### src/rtl/rv32i_types.sv
// Shared RV32I core types: pipeline stage indices and the controller mode.
// Contents:
//   STAGE_IF..STAGE_WB  stage index localparams for the default 5-stage pipe
//   ctrl_mode_t         per-cycle pipeline controller mode
package rv32i_types;

  localparam int unsigned STAGE_IF  = 0;
  localparam int unsigned STAGE_ID  = 1;
  localparam int unsigned STAGE_EX  = 2;
  localparam int unsigned STAGE_MEM = 3;
  localparam int unsigned STAGE_WB  = 4;

  typedef enum logic [2:0] {
    RUN,
    FREEZE,
    FLUSH,
    HAZARD,
    IFETCH
  } ctrl_mode_t;

endpackage

### src/rtl/sat_counter.sv
// Saturating up-counter with synchronous clear.
// Ports:
//   clk, rst  clock, asynchronous active-high reset
//   inc       count up by one (ignored once saturated)
//   clr       clear to zero (wins over inc)
//   count     current count
//   sat       count is all ones
module sat_counter #(
  parameter int unsigned WIDTH = 8
) (
  input  logic             clk,
  input  logic             rst,
  input  logic             inc,
  input  logic             clr,
  output logic [WIDTH-1:0] count,
  output logic             sat
);

  logic [WIDTH-1:0] count_q, count_d;

  assign sat   = &count_q;
  assign count = count_q;

  always_comb begin
    count_d = count_q;
    if (clr) begin
      count_d = '0;
    end else if (inc && !sat) begin
      count_d = count_q + WIDTH'(1);
    end
  end

  always_ff @(posedge clk or posedge rst) begin
    if (rst) begin
      count_q <= '0;
    end else begin
      count_q <= count_d;
    end
  end

endmodule

### src/rtl/pipeline_ctrl.sv
// Pipeline load/stall/flush controller for the RV32I core.
// Produces per-stage load enables (combinational) and per-stage valid bits
// (registered) from memory handshakes and hazard/flush requests.
// Ports:
//   clk, rst              clock, asynchronous active-high reset
//   inst_read, inst_resp  instruction-memory request / response
//   data_read, data_write data-memory requests from MEM_STAGE
//   data_resp             data-memory response
//   hazard_stall          load-use hazard in ID
//   flush                 redirect from FLUSH_STAGE
//   load                  per-stage pipeline register load enable
//   valid                 per-stage live-instruction flag
//   stall_count           saturating count of stalled cycles
//   mem_timeout           sticky memory-wait watchdog error
module pipeline_ctrl
  import rv32i_types::*;
#(
  parameter int unsigned NUM_STAGES  = STAGE_WB + 1,
  parameter int unsigned MEM_STAGE   = STAGE_MEM,
  parameter int unsigned FLUSH_STAGE = STAGE_EX,
  parameter int unsigned TIMEOUT     = 255
) (
  input  logic                  clk,
  input  logic                  rst,
  input  logic                  inst_read,
  input  logic                  inst_resp,
  input  logic                  data_read,
  input  logic                  data_write,
  input  logic                  data_resp,
  input  logic                  hazard_stall,
  input  logic                  flush,
  output logic [NUM_STAGES-1:0] load,
  output logic [NUM_STAGES-1:0] valid,
  output logic [31:0]           stall_count,
  output logic                  mem_timeout
);

  localparam int unsigned WdWidth = $clog2(TIMEOUT + 1);
  // Stages 1..FLUSH_STAGE are squashed on a flush.
  localparam logic [NUM_STAGES-1:0] FlushMask =
      NUM_STAGES'((32'd1 << (FLUSH_STAGE + 1)) - 32'd2);

  logic [NUM_STAGES-1:0] valid_q, valid_d, shifted;
  logic                  flush_pending_q, flush_pending_d;
  logic                  mem_timeout_q, mem_timeout_d;
  logic                  imem_stall, dmem_stall, mem_stall;
  logic                  stall_cycle, stall_sat;
  logic [WdWidth-1:0]    wd_count;
  logic                  wd_sat;
  ctrl_mode_t            mode;

  assign imem_stall = inst_read & ~inst_resp;
  assign dmem_stall = valid_q[MEM_STAGE] & (data_read | data_write) & ~data_resp;
  assign mem_stall  = imem_stall | dmem_stall;

  always_comb begin
    if (dmem_stall) begin
      mode = FREEZE;
    end else if (flush || flush_pending_q) begin
      mode = FLUSH;
    end else if (hazard_stall) begin
      mode = HAZARD;
    end else if (imem_stall) begin
      mode = IFETCH;
    end else begin
      mode = RUN;
    end
  end

  always_comb begin
    load = '1;
    case (mode)
      FREEZE: load = '0;
      HAZARD: begin
        load[STAGE_IF] = 1'b0;
        load[STAGE_ID] = 1'b0;
      end
      IFETCH: load[STAGE_IF] = 1'b0;
      default: ;
    endcase
    if (rst) begin
      load = '0;
    end
  end

  // IF always holds a live instruction once out of reset.
  assign shifted = {valid_q[NUM_STAGES-2:0], 1'b1};

  always_comb begin
    valid_d = shifted;
    case (mode)
      FREEZE: valid_d = valid_q;
      FLUSH:  valid_d = shifted & ~FlushMask;
      HAZARD: begin
        valid_d[STAGE_ID] = valid_q[STAGE_ID];
        valid_d[STAGE_EX] = 1'b0;
      end
      IFETCH: valid_d[STAGE_ID] = 1'b0;
      default: ;
    endcase
  end

  always_comb begin
    flush_pending_d = flush_pending_q;
    if (mode == FREEZE) begin
      flush_pending_d = flush_pending_q | flush;
    end else if (mode == FLUSH) begin
      flush_pending_d = 1'b0;
    end
  end

  assign stall_cycle = (mode == FREEZE) || (mode == HAZARD) || (mode == IFETCH);

  // wd_sat covers a TIMEOUT equal to the counter's maximum value.
  assign mem_timeout_d = mem_timeout_q |
                         (mem_stall & ((wd_count == WdWidth'(TIMEOUT)) | wd_sat));

  always_ff @(posedge clk or posedge rst) begin
    if (rst) begin
      valid_q         <= '0;
      flush_pending_q <= 1'b0;
      mem_timeout_q   <= 1'b0;
    end else begin
      valid_q         <= valid_d;
      flush_pending_q <= flush_pending_d;
      mem_timeout_q   <= mem_timeout_d;
    end
  end

  sat_counter #(
    .WIDTH (32)
  ) u_stall_cnt (
    .clk   (clk),
    .rst   (rst),
    .inc   (stall_cycle & ~stall_sat),
    .clr   (1'b0),
    .count (stall_count),
    .sat   (stall_sat)
  );

  sat_counter #(
    .WIDTH (WdWidth)
  ) u_watchdog (
    .clk   (clk),
    .rst   (rst),
    .inc   (mem_stall),
    .clr   (~mem_stall),
    .count (wd_count),
    .sat   (wd_sat)
  );

  assign valid       = valid_q;
  assign mem_timeout = mem_timeout_q;

endmodule
### config.mk
export PLATFORM = sky130hd
export DESIGN_NAME = pipeline_ctrl
export DESIGN_NICKNAME = d
export VERILOG_FILES = /design/src/rtl/rv32i_types.sv /design/src/rtl/sat_counter.sv /design/src/rtl/pipeline_ctrl.sv
export SDC_FILE = /design/constraint.sdc
export NUM_CORES = 1
export LEC_CHECK = 0
export ABC_AREA = 1
export CAP_MARGIN = 20
export CORE_AREA = 2 2 85 87
export DETAILED_ROUTE_END_ITERATION = 8
export DIE_AREA = 0 0 87 89
export GPL_TIMING_DRIVEN = 0
export PLACE_DENSITY = 0.66
export RECOVER_POWER = 25
export SLEW_MARGIN = 20
export SYNTH_ARGS = -nofsm -noshare
export SYNTH_HDL_FRONTEND = slang
export SYNTH_SLANG_ARGS = --single-unit
### constraint.sdc
create_clock -name clk -period 5.34 [get_ports clk]
set_clock_uncertainty 0.1 [all_clocks]
set_input_delay 0.534 -clock clk [delete_from_list [all_inputs] [get_ports clk]]
set_output_delay 0.534 -clock clk [all_outputs]
set_load 0.02 [all_outputs]
==> parameters.txt <==
Parameter                              Value

Run
  Number of max-cap violations    0

Clocking
  Buffers inserted during post-CTS setup optimization    0
  Number of cells upsized or downsized after cts    0
  Root Driver    sky130_fd_sc_hd__clkbuf_8
  Maximum clock path buffer count    2
  Clock Latency Late Sink    310 ps
  CTS tree    built
  Clk pin slew, worst setup/hold paths    100 ps
  Number of sinks driven by the clock tree    47
  Deepest level of the CTS H-tree    2
  Total CTS buffers    5
  # hold bufs at CTS    0

Synth
  Xor/xnor share of the synthesized area    3.529%
  Synthesized Nets    455
  Share of the synthesized area in compound gates (AO/OA/AOI/OAI)    3.697%
  Share of synthesized area spent on multiplexers    0%
  Post-Synthesis Mean Instance Area    6.707 um^2
  Distinct cell type count after synthesis    29
  Synth Area in Adders    0.8403%
  Dominant combinational cell family by area after synthesis    simple AND/OR/NAND/NOR gates
  Cell area after technology mapping    2978 um^2
  Post-synthesis sequential area ratio    39.50%
  Synthesized netlist cell count    444
  Synth Area in Simple Gates    43.91%
  Synth Warn #    0
  Number of synthesized register bits    47

Timing
  Shortest period the worst path allows    3017 ps
  Worst slew slack as a fraction of its limit    1.249%
  Worst Max-Slew Pin Slew    1481 ps
  Max Clock Freq    331.5 MHz
  Final Max Slew Viols    0
  Setup-violating endpoint count in the final report    0
  Aggregate negative setup slack    0 ps
  Share of the cycle needed by the critical path after routing    56.50%
  Number of hold violations in the final report    0
  Setup repair after global routing missed its margin    false

Layout
  Fraction of layout instances using a drive strength above 1    7.738%
  Final design utilization    55.49%
  Area growth from synthesis to layout    25.21%
  Final net count    514
  Number of antenna diodes    0
  Number of inserted filler cells in the final layout    647
  Post-route cell area    3729 um^2

Die
  Number of standard-cell rows in the floorplan    30
  Die height    89 um
  Placeable core region    6719 um^2
  Count of boundary I/O pins    52
  Overall die area    7743 um^2
  Starting Density    44.32%
  Die W    87 um

Pwr
  Combinational share of power    20.4%
  Leak    1.752 nW
  Switching part of the total power    29.08%
  Net Switching    0.2631 mW
  Total power density per cell area    242.7 nW/um^2
  Share of power burned in the clock network    34.7%
  Portion of total power attributed to sequential cells    44.9%
  IR Drop Worst-Case VDD    0.0001346 V
  Overall Power    0.9050 mW
  Cell-internal power    0.6418 mW

GRT
  Most Crowded Layer GR    met2
  Met1 Use GR    27.84%
  Global routing usage on met2    31.02%
  Largest net degree at the start of global routing    29
  Global-route congestion overflow total    0
  Global Route Usage Sum    19.88%
  Met3 routing resource usage after global routing    2.955%
  Number of global-route vias before repair    2617
  Global-route wire length before repair    12.13 mm
  Antenna violations before repair    0

Detailed routing
  Drt wl/cell    12.24 um
  DRC violation count after routing    0
  Wire length reported by the detailed router    7.146 mm
  Vias after detailed routing    2811
  Antenna violation net count after detailed routing    0
  Initial detailed-routing violation count    174
  Average via count per standard cell    4.813
  Number of iterations in the first detailed-routing pass    4

Placed design
  Buffers added on ports    51
  Post-detailed-placement half-perimeter wirelength    5.616 mm
  Weighted congestion at the end of routability-driven global placement    0.8897
  Placed instance area    3608 um^2

Worst setup path
  Max FO, Critical Path    10
  Sort of element at the start of the critical path    input pin
  CP endpoint kind    output port
  Buf+Inv Stages, Crit Path    2
  Arrival time of data at the critical path endpoint    2380 ps
  Ordered list of cells on the worst path    clkdlybuf4s50_1, o21ai_2, nand3_2, nor2_1, clkdlybuf4s50_1
  Cell type group with the largest total delay on the critical path    buffers and inverters
  Crit path depth    5
  Most common cell on crit path    sky130_fd_sc_hd__clkdlybuf4s50_1
  Number of cells on the worst reg-to-reg path    11
  Worst-path cell with the longest stage delay    sky130_fd_sc_hd__clkdlybuf4s50_1
  Setup CP Type    input pin to output port
  Longest individual stage delay on the worst path    610 ps
  Data required time at the worst endpoint    4710 ps

Min path
  Class of the worst hold path    flip-flop to flip-flop
  Number of cells on the worst hold path    2

Status
  Status    finished, final reports clean
[power by group through the flow]
stage          clock network (mW)  registers, mW  logic, mW
3_5_place_dp                    0          0.413      0.188
6_report                    0.314          0.406      0.185
4_1_cts                     0.323          0.406      0.189
5_1_grt                     0.338          0.411      0.205
2_1_floorplan                   0          0.430     0.0940
3_3_place_gp                    0          0.413      0.184
[layout by cell type, fill, tap and decap left out, types with 4 or more instances in the layout]
cell / netlist / routed
sky130_fd_sc_hd__clkbuf_8: 0 / 5
sky130_fd_sc_hd__xor2_1: 6 / 6
sky130_fd_sc_hd__clkdlybuf4s50_1: 0 / 50
sky130_fd_sc_hd__nand2_1: 198 / 198
sky130_fd_sc_hd__dfrtp_1: 47 / 47
sky130_fd_sc_hd__nand4_1: 4 / 4
sky130_fd_sc_hd__buf_6: 4 / 4
sky130_fd_sc_hd__nand2_2: 10 / 10
sky130_fd_sc_hd__inv_1: 43 / 43
sky130_fd_sc_hd__o21ai_0: 14 / 14
sky130_fd_sc_hd__nand3_1: 24 / 24
sky130_fd_sc_hd__nor2_1: 62 / 62
sky130_fd_sc_hd__xnor2_1: 6 / 6
[stage by stage]
step                      setup slack [ps]  hold slack (ps)  cells
final                                 2323            382.0    584
after global routing                  1982            413.5    584
after CTS                             2317            387.3    584
after detailed placement              2318            357.4    576
after global placement                2329            347.8    575
after floorplan                       3231            372.1    444
[path summary, 6_finish.rpt]
kind                                      start               endpoint  slack, ps
setup / recovery                     data_write                load[0]       2320
hold / removal                      mem_timeout            mem_timeout        380
setup reg to reg           u_stall_cnt.count[0]  u_stall_cnt.count[31]       3260
hold reg to reg                     mem_timeout            mem_timeout        380
max in group asynchronous                   rst  u_stall_cnt.count[20]       2570
min in group asynchronous                   rst  u_stall_cnt.count[25]        760
[metal layers]
| layer | vias to the layer above | part of all wire [%] |
|---|---|---|
| li1 | 1475 | - |
| met1 | 1258 | 49 |
| met3 | 9 | 4.8 |
| met4 | 0 | 1.6 |
| met2 | 69 | 45 |
| met5 | - | 0 |
[state kept, by name, summed over array words and instances (netlist names)]
signal	flops
mem_timeout	1
u_watchdog.count	8
u_stall_cnt.count	32
flush_pending_q	1
valid	5
[final cells by class]
type	count	area (um^2)	share of cell area, %
Sequential cell	47	1176	31.54
Inverter	45	173.9	4.664
Clock inverter	3	67.56	1.812
Timing Repair Buffer	52	514.2	13.79
Multi-Input combinational cell	344	1548	41.51
Buffer	8	80.08	2.148
Tap cell	80	100.1	2.685
Clock buffer	5	68.82	1.846
[cells in the mapped netlist (all sizes together)]
| library cell | instances | area, um^2 |
|---|---|---|
| a21oi | 2 | 10.01 |
| a31oi | 2 | 12.51 |
| a41oi | 1 | 8.760 |
| buf | 8 | 80.06 |
| dfrtp | 47 | 1176 |
| ha | 2 | 25.02 |
| inv | 45 | 173.9 |
| nand2 | 211 | 848.3 |
| nand3 | 25 | 130.1 |
| nand4 | 4 | 25.02 |
| nor2 | 67 | 287.8 |
| nor3 | 2 | 10.01 |
| o21ai | 15 | 78.83 |
| or2 | 1 | 6.260 |
| xnor2 | 6 | 52.55 |
| xor2 | 6 | 52.55 |
[logic make-up (layout without fill, tap and decap cells)]
logic type / Yosys count / after routing
XOR/XNOR: 12 / 12
flip-flops: 47 / 47
AND/OR/NAND/NOR: 310 / 310
adder cells (fa/ha/maj): 2 / 2
AO/OA/AOI/OAI: 20 / 20
buffers and inverters: 53 / 113
[worst min-delay path, delay by kind of cell (launching register included)]
| family | cells | cell delay, ps |
|---|---|---|
| buffers and inverters | 1 | 40 |
| DFF | 1 | 360 |
| and+or+nand+nor | 1 | 60 |
Note: power is estimated with default switching activity, not from simulation.
